[src/rtl/logicnets_layer_skid_stage.sv]
// Registered valid/ready boundary between two LogicNets LUT layers.
// Two-entry skid buffer: full throughput with a registered s_ready.
module logicnets_layer_skid_stage #(
  parameter int DATA_W = 32,
  parameter int CNT_W  = 16
) (
  input  logic              clk,
  input  logic              rst,
  input  logic [DATA_W-1:0] s_data,
  input  logic              s_valid,
  output logic              s_ready,
  output logic [DATA_W-1:0] m_data,
  output logic              m_valid,
  input  logic              m_ready,
  input  logic              flush,
  output logic [1:0]        occupancy,
  output logic [CNT_W-1:0]  sample_count
);

  typedef enum logic [1:0] {
    EMPTY = 2'd0,
    ONE   = 2'd1,
    TWO   = 2'd2
  } state_t;

  state_t             state_q, state_d;
  logic               rdy_q, rdy_d;
  logic [DATA_W-1:0]  main_q, main_d;
  logic [DATA_W-1:0]  skid_q, skid_d;
  logic [CNT_W-1:0]   cnt_q, cnt_d;
  logic               in_fire, out_fire;

  assign s_ready      = rdy_q & ~flush;
  assign m_valid      = (state_q != EMPTY);
  assign m_data       = main_q;
  assign occupancy    = state_q;
  assign sample_count = cnt_q;
  assign in_fire      = s_valid & s_ready;
  assign out_fire     = m_valid & m_ready;

  always_comb begin
    state_d = state_q;
    main_d  = main_q;
    skid_d  = skid_q;
    cnt_d   = cnt_q;
    if (in_fire && cnt_q != '1)
      cnt_d = cnt_q + 1'b1;
    if (flush) begin
      state_d = EMPTY;
    end else begin
      unique case (state_q)
        EMPTY: begin
          if (in_fire) begin
            main_d  = s_data;
            state_d = ONE;
          end
        end
        ONE: begin
          if (in_fire && out_fire) begin
            main_d = s_data;
          end else if (in_fire) begin
            skid_d  = s_data;
            state_d = TWO;
          end else if (out_fire) begin
            state_d = EMPTY;
          end
        end
        TWO: begin
          if (out_fire) begin
            main_d  = skid_q;
            state_d = ONE;
          end
        end
        default: state_d = EMPTY;
      endcase
    end
    // ready is a pure function of the next state, so it can be registered
    rdy_d = (state_d != TWO);
  end

  always_ff @(posedge clk) begin
    if (rst) begin
      state_q <= EMPTY;
      rdy_q   <= 1'b1;
      main_q  <= '0;
      skid_q  <= '0;
      cnt_q   <= '0;
    end else begin
      state_q <= state_d;
      rdy_q   <= rdy_d;
      main_q  <= main_d;
      skid_q  <= skid_d;
      cnt_q   <= cnt_d;
    end
  end

endmodule

[config.mk]
export PLATFORM = sky130hd
export DESIGN_NAME = logicnets_layer_skid_stage
export DESIGN_NICKNAME = d
export VERILOG_FILES = /design/src/rtl/logicnets_layer_skid_stage.sv
export SDC_FILE = /design/constraint.sdc
export NUM_CORES = 1
export LEC_CHECK = 0
export BUFFER_PORTS_ARGS = -buffer_cell sky130_fd_sc_hd__buf_2
export CAP_MARGIN = 40
export CORE_ASPECT_RATIO = 1.75
export CORE_MARGIN = 2
export CORE_UTILIZATION = 55
export CTS_CLUSTER_DIAMETER = 150
export DETAILED_ROUTE_END_ITERATION = 8
export GPL_ROUTABILITY_DRIVEN = 1
export PLACE_DENSITY = 0.82
export SETUP_SLACK_MARGIN = 0.2
export SLEW_MARGIN = 20
export SYNTH_ARGS = -nofsm -noshare
export SYNTH_HDL_FRONTEND = slang
export SYNTH_SLANG_ARGS = --single-unit
[constraint.sdc]
create_clock -name clk -period 4.7 [get_ports clk]
set_input_delay 0.94 -clock clk [delete_from_list [all_inputs] [get_ports clk]]
set_output_delay 0.94 -clock clk [all_outputs]
set_load 0.05 [all_outputs]
After elaboration in Yosys (flattened, before gate mapping)
Cells that the tools add are included.

Bitwise operators: 5. Equal/unequal tests: 7. Multiplexer cells: 11. Shift-type cells: 0. $mul: 0. Divide/modulo/power cells: 0. Reduce and logical (&&, ||, !) cells: 7. $lt $le $gt $ge: 0. Add/sub/neg operators: 1.

Operator list (number): $mux W32 (3); $pmux W32 S3 (1); $add A16 B1 Y16 const B (1); $ne A16 B16 Y1 const B (1); $mux W2 (6); $ne A2 B2 Y1 const B (4); $pmux W2 S3 (1); $reduce_and A5 Y1 (1); $reduce_and A4 Y1 (1); $and A1 B1 Y1 (3); $reduce_bool A3 Y1 (1); $eq A2 B1 Y1 const B (1); $eq A2 B2 Y1 const B (1); $logic_and A1 B1 Y1 (2); $logic_not A2 Y1 (1); $not A1 Y1 (2); $reduce_bool A2 Y1 (1).

RAM bits: 0. Register bits: 83. Bits of input ports: 37. Memory bits (read-only): 0. Output and inout port bits: 52. Latch bits: 0. Memories kept: 0.

Logic depth before layout (Yosys ltp)
Depth after elaboration: 8. Depth in mapped cells: 6. Depth with buffers taken out: 5.

Worst setup path after synthesis
No wires, ideal clock.

Path type: in2out. Start: in flush. End: out s_ready. Stages: 1. Path buffers: 0. Setup slack: 2.361 ns. Data required time: 3.760 ns. Data arrival time: 1.399 ns. Cells stage by stage: and2b_1.

Cells in the longest elaborated chain, start to end: 2.

Ends and longest elaborated chain: start, declared (line 15) `input logic flush,`; $not A1 Y1 (no source line); $and A1 B1 Y1 (line 33) `assign s_ready = rdy_q & ~flush;`; end, declared (line 11) `output logic s_ready,`.

No other way between the ends.

Worst setup path after layout
Same ends and word-level chain as after synthesis.

==> results by group <==
Die
  – Die span in x: 64.5 um
  – Die H: about 110 um
  – Std cell rows: 38
  – Die ar.: approximately 0.0071 sq mm
  – I/O pin cnt: 89
  – Initial Utilization: 57.0%
  – Core Region: 0.00618 sq mm

Synthesis
  – Syn Area/Cell: 8.82 sq um
  – Post-Syn Instances: 399
  – Async S/R FF share, synth: 0%
  – Cell Area, Synth: 0.00352 sq mm
  – Seq cells post-synth: slightly above 80
  – Ys flop type: dfxtp_1
  – Synth cell types: 45
  – Register area share after synthesis: a little under half
  – Yosys warns: 0
  – Number of flops mapped to enable cells by yosys: 0
  – Syn_nets: about 440

Worst hold path
  – HP Start: skid_q[22]
  – Hold Crit Class: flop to flop
  – Min-Delay Endpoint: skid_q[22]
  – Hold Path Stages: 2

GRT
  – Total GRT Usage: approximately 23%
  – First-pass GRT wire length: 12.8 mm
  – Initial antenna violation count: 0
  – Vias in the first global route: 2821
  – Global route total overflow: 0
  – Largest net degree at the start of global routing: 65

Placed design
  – DPL Wire Length: 5.60 mm
  – Final Wtd Congestion: 0.817
  – Port Buf Inserts: 88

Worst setup path
  – Critical path required time: 3.76 ns
  – Worst Path Max Fanout: 7
  – Critical path data arrival time: 1.52 ns
  – Critical Path End Type: output port
  – Kind of critical path: input pin to output port
  – R2R cell count: 5
  – Reg-to-reg setup timing slack: 2.74 ns
  – R2R Path End: sample_count[10]
  – Critical Path Start Type: input pin
  – Reg2reg start: sample_count[0]

Route
  – Routed len/inst: 14.0 um
  – Initial drt markers: 157
  – Final ANT Viol Nets: 0
  – Total Routed Length: 7.87 mm
  – Via Count: approximately 3100
  – DR pass1 iterations: 5
  – Residual DRC count: 0
  – Via/cell ratio: 5.53

Timing
  – Worst slew margin: 47.6%
  – Max Clock Freq: 0.407 GHz
  – Tmin final: 2.46 ns
  – Worst slew pin tran: between 0.7 and 0.8 ns
  – Skew final: between 0.008 and 0.009 ns
  – RSZ-0062 raised after global routing: false
  – Final Hold Fails: 0
  – Setup TNS: 0 ns
  – Fin crit share: a little over half
  – Max-slew violation count: 0
  – Final Setup Violations: 0

Power
  – Peak VDD IR: 261 uV
  – Total Power: around 0.0014 W
  – Int Power: 0.000997 W
  – Reg power frac: between 50% and 60%
  – Power per Cell Area: 326 mW/mm^2
  – Switching Fraction: 27.6%
  – Combinational power share: 13.4%
  – Leak Pwr: 1.89 nW
  – Proportion of power drawn by the clock network: around a third
  – Sw Pwr: about 0.00038 W

Clock network
  – Worst-Skew Late Latency: 0.35 ns
  – H-tree depth: 3
  – CTS tree: built
  – Clock Pin Slew Worst Setup and Hold Paths: approximately 0.070 ns
  – Root buffer cell: clkbuf_8
  – Postcts setup bufs: 0
  – Cts hold-fix bufs: 0
  – Clk buf depth: 2
  – Resize count post-CTS: 0
  – CTS buffer count: 9
  – CTS Sinks: 83

Final layout
  – Antenna cell count: 0
  – Layout cells sized above 1: 25.1%
  – Area Overhead vs Synth: 20.0%
  – Nets@finish: between 500 and 600
  – Post-layout util: between 60% and 70%
  – Filler Cells Inserted: 506

Job
  – Max Cap Viol: 0

Outcome
  – Status: completed
[sequential cells by signal, summed over array words and instances (netlist names)]
register,cells
sample_count,16
occupancy,2
rdy_q,1
m_data,32
skid_q,32
[final cells by class]
class	count	area, sq um	share of cell area, %
multi-input cells	283	1730	40.9
flip-flops and latches	83	1660	39.3
repair buffers	95	541	12.8
inverters	6	22.5	0.533
clock inverters	2	10.0	0.237
clock buffers	14	163	3.85
well taps	80	100	2.37
[layout by cell type (no fill, tap or decap), types with 2 or more instances in the layout]
master,n
nor2_1,39
o21ai_0,4
a311oi_1,2
or4_1,4
a21oi_1,42
clkbuf_8,11
nand4_1,3
nor4_1,2
nand2_1,70
o31ai_1,4
nor3b_1,2
nand3_1,3
a31oi_1,2
buf_2,88
or2_2,2
clkbuf_1,3
mux2i_1,33
or3_1,2
a211oi_1,34
dfxtp_1,83
clkinv_2,2
inv_1,6
nor2b_1,2
nand4b_1,2
and3_1,3
nand2b_1,3
nor3_1,3
and2_1,2
buf_8,2
buf_4,3
[power groups by stage]
stage | Sequential [W] | Clock, W | Combinational [W]
2_1_floorplan | 0.000822 | 0 | 0.0000606
3_3_place_gp | 0.000752 | 0 | 0.000179
3_5_place_dp | 0.000753 | 0 | 0.000185
4_1_cts | 0.000737 | 0.000464 | 0.000186
5_1_grt | 0.000739 | 0.000492 | 0.000199
6_report | 0.000737 | 0.000457 | 0.000184
[critical path: stages]
cell     delay, ns
buf_2         0.14
and2b_1       0.19
buf_2         0.25
[synthesized netlist by cell type (2+ instances only)]
cell type  count  area share, %
nor2_1        39            4.2
clkbuf_1      18            1.9
nand4_1        3           0.53
o21ai_0        4           0.57
or4_1          4           0.85
a31oi_1        2           0.36
nor3_1         3           0.43
nand2_1       70            7.5
nor4_1         2           0.36
nor3b_1        2           0.43
a21oi_1       42            6.0
and3_1         3           0.53
nor2b_1        2           0.36
a211oi_1      34            7.2
buf_2          9            1.3
and2_1         2           0.36
mux2i_1       33            9.4
nand4b_1       2           0.50
nand2b_1       4           0.71
inv_1          6           0.64
or3_1          2           0.36
a311oi_1       2           0.50
o31ai_1        4           0.85
or2_2          2           0.36
dfxtp_1       83             47
nand3_1        3           0.43
[logic make-up (layout without fill, tap and decap cells)]
family,after synthesis,after routing,synth area share (%)
buffers and inverters,33,117,3.84
multiplexers,34,34,9.70
adder cells (fa/ha/maj),1,1,0.355
AO/OA/AOI/OAI,95,95,17.8
AND/OR/NAND/NOR,152,152,20.8
flip-flops,83,83,47.2
XOR/XNOR,1,1,0.249
[routing by layer]
| layer | vias to the layer above | routed length (um) | global-route usage (%) |
|---|---|---|---|
| li1 | 1576 | - | - |
| met1 | 1451 | 3110 | 24.6 |
| met2 | 74 | 4240 | 42.3 |
| met3 | 13 | 352 | 5.94 |
| met4 | 0 | 170 | 10.5 |
| met5 | - | 0 | 0 |
[how the worst max path moves through the flow]
stage                     depth (start not counted)          to    start
final                                             3     s_ready    flush
after global routing                              3     s_ready    flush
after CTS                                         3     s_ready    flush
after detailed placement                          6  m_data[19]    flush
after global placement                            5  skid_q[14]  m_ready
after floorplan                                   1     s_ready    flush
[stage by stage]
step | hold slack (ns) | instance area (sq um) | instances | setup slack (ns)
after global routing | 0.470 | 4220 | 563 | 2.21
after floorplan | 0.436 | 3520 | 399 | 2.36
after CTS | 0.456 | 4220 | 563 | 2.24
after detailed placement | 0.446 | 4050 | 547 | 2.15
after global placement | 0.441 | 3970 | 543 | 2.03
final | 0.453 | 4220 | 563 | 2.24
No activity file was read; power rests on OpenSTA's default activity.
